## config.mk

```make
export PLATFORM = sky130hd
export DESIGN_NAME = posit_pio_bridge
export DESIGN_NICKNAME = d
export VERILOG_FILES = /design/src/rtl/posit_pio_bridge_pkg.sv /design/src/rtl/posit_pio_down_counter.sv /design/src/rtl/posit_pio_bridge.sv
export SDC_FILE = /design/constraint.sdc
export NUM_CORES = 1
export LEC_CHECK = 0
export ABC_AREA = 1
export CAP_MARGIN = 20
export CORE_AREA = 2 2 164 166
export DETAILED_ROUTE_END_ITERATION = 6
export DIE_AREA = 0 0 166 168
export SLEW_MARGIN = 5
export SYNTH_ARGS = -nofsm -noshare
export SYNTH_HDL_FRONTEND = slang
export SYNTH_SLANG_ARGS = --single-unit
```

## constraint.sdc

```tcl
create_clock -name clock -period 5 [get_ports clock]
set_input_delay 1 -clock clock [delete_from_list [all_inputs] [get_ports clock]]
set_output_delay 1 -clock clock [all_outputs]
set_load 0.005 [all_outputs]
```

## src/rtl/posit_pio_bridge_pkg.sv

```systemverilog
// Shared types and defaults for the posit PIO bridge.
// Holds the FSM state enum and the NaR pattern helper.
package posit_pio_bridge_pkg;

  typedef enum logic [1:0] {
    IDLE,
    SETTLE,
    ISSUE,
    WAIT
  } state_e;

  localparam int DEF_NBITS          = 32;
  localparam int DEF_SETTLE_CYCLES  = 4;
  localparam int DEF_TIMEOUT_CYCLES = 1024;

  // NaR is the sign bit alone; callers truncate to their width
  function automatic logic [63:0] nar_word(input int unsigned nbits);
    nar_word = 64'd1 << (nbits - 1);
  endfunction

endpackage

```

## src/rtl/posit_pio_down_counter.sv

```systemverilog
// Loadable down counter with a zero flag.
// Load has priority over decrement; decrement stops at zero.
module posit_pio_down_counter #(
  parameter int W = 8
) (
  input  logic         clk,
  input  logic         reset,
  input  logic         load,
  input  logic         dec,
  input  logic [W-1:0] load_val,
  output logic         zero
);

  logic [W-1:0] cnt_q;
  logic [W-1:0] cnt_d;

  always_comb begin
    cnt_d = cnt_q;
    if (load) begin
      cnt_d = load_val;
    end else if (dec && (cnt_q != '0)) begin
      cnt_d = cnt_q - 1'b1;
    end
  end

  always_ff @(posedge clk) begin
    if (reset) begin
      cnt_q <= '0;
    end else begin
      cnt_q <= cnt_d;
    end
  end

  assign zero = (cnt_q == '0);

endmodule

```

## src/rtl/posit_pio_bridge.sv

```systemverilog
// Bridges HPS PIO operand exports to a posit core request/response port.
// Operands must hold still before a request is issued.
module posit_pio_bridge
  import posit_pio_bridge_pkg::*;
#(
  parameter int NBITS          = DEF_NBITS,
  parameter int SETTLE_CYCLES  = DEF_SETTLE_CYCLES,
  parameter int TIMEOUT_CYCLES = DEF_TIMEOUT_CYCLES
) (
  input  logic             clock,
  input  logic             reset,
  input  logic [NBITS-1:0] num1,
  input  logic [NBITS-1:0] num2,
  output logic [NBITS-1:0] result,
  output logic             req_valid,
  input  logic             req_ready,
  output logic [NBITS-1:0] req_num1,
  output logic [NBITS-1:0] req_num2,
  input  logic             resp_valid,
  input  logic [NBITS-1:0] resp_result,
  output logic             busy,
  output logic [15:0]      done_count,
  output logic             timeout_err
);

  localparam int SW = $clog2(SETTLE_CYCLES + 1);
  localparam int TW = $clog2(TIMEOUT_CYCLES + 1);
  localparam logic [NBITS-1:0] NAR = NBITS'(nar_word(NBITS));

  state_e           state_q, state_d;
  logic [NBITS-1:0] snap1_q, snap1_d;
  logic [NBITS-1:0] snap2_q, snap2_d;
  logic [NBITS-1:0] last1_q, last1_d;
  logic [NBITS-1:0] last2_q, last2_d;
  logic [NBITS-1:0] result_q, result_d;
  logic [15:0]      done_q, done_d;
  logic             err_q, err_d;

  logic s_load, s_dec, s_zero;
  logic t_load, t_dec, t_zero;
  logic diff_last, diff_snap;

  assign diff_last = {num1, num2} != {last1_q, last2_q};
  assign diff_snap = {num1, num2} != {snap1_q, snap2_q};

  posit_pio_down_counter #(.W(SW)) u_settle (
    .clk      (clock),
    .reset    (reset),
    .load     (s_load),
    .dec      (s_dec),
    .load_val (SW'(SETTLE_CYCLES - 1)),
    .zero     (s_zero)
  );

  posit_pio_down_counter #(.W(TW)) u_timeout (
    .clk      (clock),
    .reset    (reset),
    .load     (t_load),
    .dec      (t_dec),
    .load_val (TW'(TIMEOUT_CYCLES - 1)),
    .zero     (t_zero)
  );

  always_comb begin
    state_d  = state_q;
    snap1_d  = snap1_q;
    snap2_d  = snap2_q;
    last1_d  = last1_q;
    last2_d  = last2_q;
    result_d = result_q;
    done_d   = done_q;
    err_d    = err_q;
    s_load   = 1'b0;
    s_dec    = 1'b0;
    t_load   = 1'b0;
    t_dec    = 1'b0;
    unique case (state_q)
      IDLE: begin
        if (diff_last) begin
          snap1_d = num1;
          snap2_d = num2;
          s_load  = 1'b1;
          state_d = SETTLE;
        end
      end
      SETTLE: begin
        if (diff_snap) begin
          snap1_d = num1;
          snap2_d = num2;
          s_load  = 1'b1;
        end else if (s_zero) begin
          state_d = ISSUE;
        end else begin
          s_dec = 1'b1;
        end
      end
      ISSUE: begin
        if (req_ready) begin
          last1_d = snap1_q;
          last2_d = snap2_q;
          t_load  = 1'b1;
          state_d = WAIT;
        end
      end
      WAIT: begin
        // a response arriving on the timeout cycle still counts
        if (resp_valid) begin
          result_d = resp_result;
          done_d   = done_q + 16'd1;
          state_d  = IDLE;
        end else if (t_zero) begin
          result_d = NAR;
          err_d    = 1'b1;
          state_d  = IDLE;
        end else begin
          t_dec = 1'b1;
        end
      end
      default: state_d = IDLE;
    endcase
  end

  always_ff @(posedge clock) begin
    if (reset) begin
      state_q  <= IDLE;
      snap1_q  <= '0;
      snap2_q  <= '0;
      last1_q  <= '0;
      last2_q  <= '0;
      result_q <= '0;
      done_q   <= '0;
      err_q    <= 1'b0;
    end else begin
      state_q  <= state_d;
      snap1_q  <= snap1_d;
      snap2_q  <= snap2_d;
      last1_q  <= last1_d;
      last2_q  <= last2_d;
      result_q <= result_d;
      done_q   <= done_d;
      err_q    <= err_d;
    end
  end

  assign result      = result_q;
  assign req_valid   = (state_q == ISSUE);
  assign req_num1    = snap1_q;
  assign req_num2    = snap2_q;
  assign busy        = (state_q != IDLE);
  assign done_count  = done_q;
  assign timeout_err = err_q;

endmodule

```

==> impl_metrics.py, run 1 <==
metrics = {
    "run_status": {
        "status": "completed",
    },
    "clock_tree": {
        "cts.clk_slew.worst_paths_ps": 80,
        "clockBufferDepth": 2,
        "cts-htree-levels": 4,
        "cts_made_buffers": 17,
        "clock_latency_ps": 440,
        "cts_tree": "yes",
        "postCtsHoldBufs": 0,
        "clock_sinks": 193,
        "ctsResizeCount": 0,
        "cts_setup_buffers": 0,
        "cts_root_buf": "clkbuf_16",
    },
    "grt": {
        "grt-busiest-layer": "met2",
        "antenna_found_initial": 0,
        "use_met2_pct": 31.82,
        "grtUsageMet3_pct": 3.268,
        "grt_max_degree": 97,
        "gr-usage-met1_pct": 26.02,
        "grt_overflow": 0,
        "first_global_vias": 8775,
        "grt_usage_pct": 19.08,
        "grt_pass1_wl_mm": 44.14,
    },
    "finish": {
        "nFillCells": 2665,
        "final_cell_mix": "nand2_1 (507), inv_1 (225), clkdlybuf4s50_1 (213), dfxtp_1 (193), nor2_1 (121)",
        "multi_input_area_um2": 5045,
        "postLayoutCellArea_um2": 13250,
        "area_growth_pct": 28.42,
        "seq_area_um2": 3864,
        "final_nets": 1903,
        "drive_above_1_share_pct": 7.807,
        "finalNonFillerCells": 2147,
        "final_common_cell": "nand2_1",
        "num_antenna_cells": 0,
    },
    "pwr": {
        "vdd_drop_max_mv": 0.2671,
        "power_density_nw_per_um2": 464.1,
        "p_leak_uw": 0.006184,
    },
    "timing": {
        "max_slew_margin_pct": 35.95,
        "maxSlewViolCount": 0,
        "fmax_mhz": 317.8,
        "tns_ps": 0,
        "fin_skew_ps": 20.54,
        "timing.final.crit_share_pct": 62.94,
        "finalSetupViolations": 0,
        "rsz0062_at_grt": "no",
        "setup_ws_ps": 1853,
        "min_period_ps": 3147,
        "worst_slew_pin_slew_ps": 960.7,
        "hold_viol_final": 0,
    },
    "die": {
        "io_pins": 215,
        "initial_core_util_pct": 39.16,
        "die-area_um2": 27890,
        "fp.dieH_um": 168,
        "rows": 60,
        "die_x_um": 166,
        "fp.coreArea_um2": 26350,
    },
    "detailed_routing": {
        "drtIter0Drc": 638,
        "num_vias": 9743,
        "ant_nets": 0,
        "drtPass1Iterations": 5,
        "drc_errors": 0,
        "wl_per_cell_um": 12.60,
        "avgViaCountPerCell": 4.538,
        "wirelength_mm": 27.06,
    },
    "critical_path": {
        "ff2ff_setup_slack_ps": 2550,
        "cp.arrival_ps": 3490,
        "cp-start-kind": "input pin",
        "crit_fanout": 64,
        "required_ps": 5340,
        "path_class": "input pin to flop",
        "end_kind": "flop",
    },
    "yosys": {
        "post_synth.cell_area_avg_um2": 6.402,
        "synth_cell_types": 34,
        "synth.cell_area_um2": 10320,
        "postSynth.asyncResetShare_pct": 0,
        "ys_ff_latch": 193,
        "synthCells": 1612,
        "ys_seq_area_share_pct": 37.44,
        "synth_edf_count": 0,
        "synth_flop_cell": "dfxtp_1",
        "syn_nets": 1722,
        "yosys_warnings": 0,
    },
    "place": {
        "hpwl_mm": 18.11,
        "dp_cells": 2115,
        "placed_area_um2": 12630,
        "routabilityCongestion": 0.7931,
        "dp_slack_ps": 1349,
        "port_buffers": 214,
    },
    "run": {
        "maxCapViolCount": 0,
    },
    "min_path": {
        "hold_class": "flop to flop",
    },
}
-- metal layers --
metal | up-vias | share of wire, %
met5 | - | 0
met4 | 0 | 0.78
met3 | 16 | 3.8
met2 | 180 | 47
met1 | 4324 | 49
li1 | 5223 | -
-- power breakdown --
group          internal (uW)  switching [uW]  total [uW]
clock network            695             737        1430
registers               1900             318        2220
logic                   1090            1410        2500
total                   3690            2460        6150
-- cell type report --
type,instances,share of cell area [%]
Tap cell,341,3.219
Timing Repair Buffer,222,16.82
Sequential cell,193,29.15
Clock inverter,15,1.520
Multi-Input combinational cell,1077,38.07
Inverter,282,8.006
Clock buffer,17,3.210
-- cell families (layout without fill, tap and decap cells) --
family / after synthesis / after routing / synth area share [%]
AO/OA/AOI/OAI: 208 / 208 / 10.33
flip-flops: 193 / 193 / 37.44
adder cells (fa/ha/maj): 10 / 10 / 1.212
buffers and inverters: 342 / 536 / 13.70
AND/OR/NAND/NOR: 818 / 818 / 33.84
XOR/XNOR: 41 / 41 / 3.480
-- final timing paths --
path                                 start  depth (start not counted)                   endpoint
setup / recovery                   num2[8]                         14  req_num1[10]$_SDFFE_PP0P_
hold / removal     last1_q[6]$_SDFFE_PP0P_                          2    last1_q[6]$_SDFFE_PP0P_
setup reg to reg  req_num2[8]$_SDFFE_PP0P_                         13  req_num1[10]$_SDFFE_PP0P_
hold reg to reg    last1_q[6]$_SDFFE_PP0P_                          2    last1_q[6]$_SDFFE_PP0P_
-- critical path, cell delays in order --
cell and delay (ps):
clkdlybuf4s50_1 560, inv_1 80, nand2_1 60, nand2_1 50, nor2_1 90, nand2_1 60, nor2_1 220, nand2_1 130
nor2_2 180, nand3_1 150, nand3_4 610, nand2_1 140, clkinv_1 90, nor2_2 40
-- registers in the layout (all words and copies together), names as in the netlist --
register	cells
last2_q	32
state_q	2
req_num2	32
req_num1	32
last1_q	32
timeout_err	1
result	32
u_timeout.cnt_q	11
u_settle.cnt_q	3
done_count	16
-- synth_stat cells, types with 3 or more instances --
library cell  number  area [um^2]
buf_2              8        40.04
nand4_1            7        43.79
inv_1            226        848.3
a21oi_1          119        595.6
clkinv_1          28        105.1
nor2_2            61        381.6
clkbuf_1          33        123.9
buf_6             16        180.2
buf_1              3        11.26
inv_2             28        105.1
nor2_1           121        454.2
nand2_1          508         1907
nand3_2            4        40.04
ha_1              10        125.1
nand2b_1          31        193.9
o21ai_0           77        385.4
nand3_1           71        355.3
dfxtp_1          193         3864
xor2_1            40        350.3
o21a_1             5        37.54
nor3_1             7        35.03
-- stage by stage --
step                      util (%)  total power, uW  hold slack, ps
after floorplan                  -             3873           443.7
after global placement       47.81             4723           450.0
after detailed placement     47.92             4773           460.0
after CTS                    50.29             6249           470.5
after global routing         50.29             6674           489.2
final                        50.29             6151           469.7
Power figures use the tool's default switching activity.
==> run 2, diff against run 1 <==
==> constraint.sdc (replaced) <==
create_clock -name clock -period 3.2 [get_ports clock]
set_input_delay 0.64 -clock clock [delete_from_list [all_inputs] [get_ports clock]]
set_output_delay 0.64 -clock clock [all_outputs]
set_load 0.005 [all_outputs]
==> run 2 against run 1 <==
First-iteration DRC count is 13% lower. Clock-buffer cell count unchanged. Power rose by 56%. Final area increased by 0.27%. Global-route usage grew 0.21 points. Register-to-register slack got worse by 1400 ps. Sequential power grew 55%. Sequential cell count is the same. Combinational power is 59% higher. Non-clock buffer count rose by 6. Die area stayed put. Utilization up 0.14 points. Critical path type is now flop to output port. Critical endpoint is now busy.
==> impl_metrics.py, run 2 (synthesized netlist as in run 1, its figures left out) <==
metrics = {
    "detailed_routing": {
        "drc_errors": 0,
        "drtPass1Iterations": 5,
        "num_vias": 9717,
        "wl_per_cell_um": 12.42,
        "ant_nets": 0,
        "wirelength_mm": 26.74,
        "drtIter0Drc": 556,
        "avgViaCountPerCell": 4.513,
    },
    "pwr": {
        "power_density_nw_per_um2": 721.6,
        "switching_power_uw": 3802,
        "p_int_uw": 5788,
        "p_leak_uw": 0.006215,
        "swShare_pct": 39.64,
        "p_comb_share_pct": 41.5,
        "seq_power_share_pct": 36.0,
        "vdd_drop_max_mv": 0.4066,
        "power_frac_clock_pct": 22.4,
    },
    "grt": {
        "antenna_found_initial": 1,
        "grt_pass1_wl_mm": 44.79,
        "first_global_vias": 9064,
        "grt_max_degree": 79,
        "grt_usage_pct": 19.29,
        "grt_overflow": 0,
    },
    "clock_tree": {
        "cts_root_buf": "clkbuf_16",
        "postCtsHoldBufs": 0,
        "clock_sinks": 193,
        "clockBufferDepth": 2,
        "cts-htree-levels": 4,
        "ctsResizeCount": 0,
        "clock_latency_ps": 440,
        "cts_tree": "yes",
        "cts_setup_buffers": 0,
        "cts.clk_slew.worst_paths_ps": 70,
        "cts_made_buffers": 17,
    },
    "timing": {
        "max_slew_margin_pct": 62.86,
        "worst_slew_pin_slew_ps": 557.1,
        "maxSlewViolCount": 0,
        "fin_skew_ps": 12.04,
        "fmax_mhz": 407.8,
        "rsz0062_at_grt": "no",
        "min_period_ps": 2452,
        "hold_viol_final": 0,
        "tns_ps": 0,
        "finalSetupViolations": 0,
        "timing.final.crit_share_pct": 76.63,
    },
    "critical_path": {
        "path_class": "flop to output port",
        "cp.arrival_ps": 1810,
        "cp-start-kind": "flop",
        "end_kind": "output port",
        "crit_fanout": 4,
        "required_ps": 2560,
    },
    "die": {
        "rows": 60,
        "initial_core_util_pct": 39.16,
        "die-area_um2": 27890,
        "die_x_um": 166,
        "fp.dieH_um": 168,
        "fp.coreArea_um2": 26350,
        "io_pins": 215,
    },
    "run_status": {
        "status": "completed",
    },
    "place": {
        "dp_cells": 2121,
        "hpwl_mm": 18.52,
        "placed_area_um2": 12700,
        "routabilityCongestion": 0.8163,
        "port_buffers": 214,
    },
    "finish": {
        "postLayoutCellArea_um2": 13290,
        "num_antenna_cells": 0,
        "final_nets": 1909,
        "post-route-util_pct": 50.43,
        "final_common_cell": "nand2_1",
        "finalNonFillerCells": 2153,
        "area_growth_pct": 28.77,
        "drive_above_1_share_pct": 8.113,
        "final_cell_mix": "nand2_1 (507), inv_1 (225), clkdlybuf4s50_1 (213), dfxtp_1 (193), nor2_1 (121)",
    },
    "run": {
        "maxCapViolCount": 0,
    },
    "min_path": {
        "hold_class": "flop to flop",
    },
}
[run 2: worst paths after layout]
| check | to | startpoint | cells past startpoint | slack [ps] |
|---|---|---|---|---|
| min | last1_q[30]$_SDFFE_PP0P_ | last1_q[30]$_SDFFE_PP0P_ | 2 | 470 |
| max | busy | state_q[0]$_SDFFE_PP0P_ | 4 | 750 |
| min reg2reg | last1_q[30]$_SDFFE_PP0P_ | last1_q[30]$_SDFFE_PP0P_ | 2 | 470 |
| max reg2reg | req_num2[10]$_SDFFE_PP0P_ | req_num1[13]$_SDFFE_PP0P_ | 15 | 1130 |
[run 2: worst max-delay path: stages (launching register included)]
cell and delay, ps:
dfxtp_1 360, inv_1 100, ha_1 260, inv_1 110, clkdlybuf4s50_1 550
[run 2: metal layers]
metal / vias to the layer above / wire length (um) / GRT usage (%)
met5: - / 0 / 0
met2: 189 / 12290 / 31.55
met1: 4268 / 12910 / 26.28
met4: 0 / 366 / 4.764
met3: 27 / 1177 / 3.738
li1: 5233 / - / -
[run 2: per-stage QoR]
step	total power [uW]	worst slack [ps]	hold slack (ps)
after floorplan	6052	1341	443.7
after global placement	7480	355.9	452.3
after detailed placement	7521	326.9	458.1
after CTS	9722	687.7	470.0
after global routing	10420	554.4	481.8
final	9590	748.0	468.5
[run 2: final cells by class]
class / instances / area [um^2]
clock buffer: 17 / 425.4
sequential: 193 / 3864
tap: 341 / 426.7
fill: 2628 / 13060
clock inverter: 15 / 162.7
multi-input combinational: 1077 / 5045
inverter: 282 / 1061
timing repair buffer: 228 / 2305
[run 2: power groups by stage]
stage | clock network (uW) | logic (uW) | registers [uW]
after detailed placement | 0 | 4010 | 3510
after global routing | 2300 | 4570 | 3550
final | 2150 | 3980 | 3450
after global placement | 0 | 3970 | 3510
after CTS | 2220 | 4050 | 3460
after floorplan | 0 | 2640 | 3420
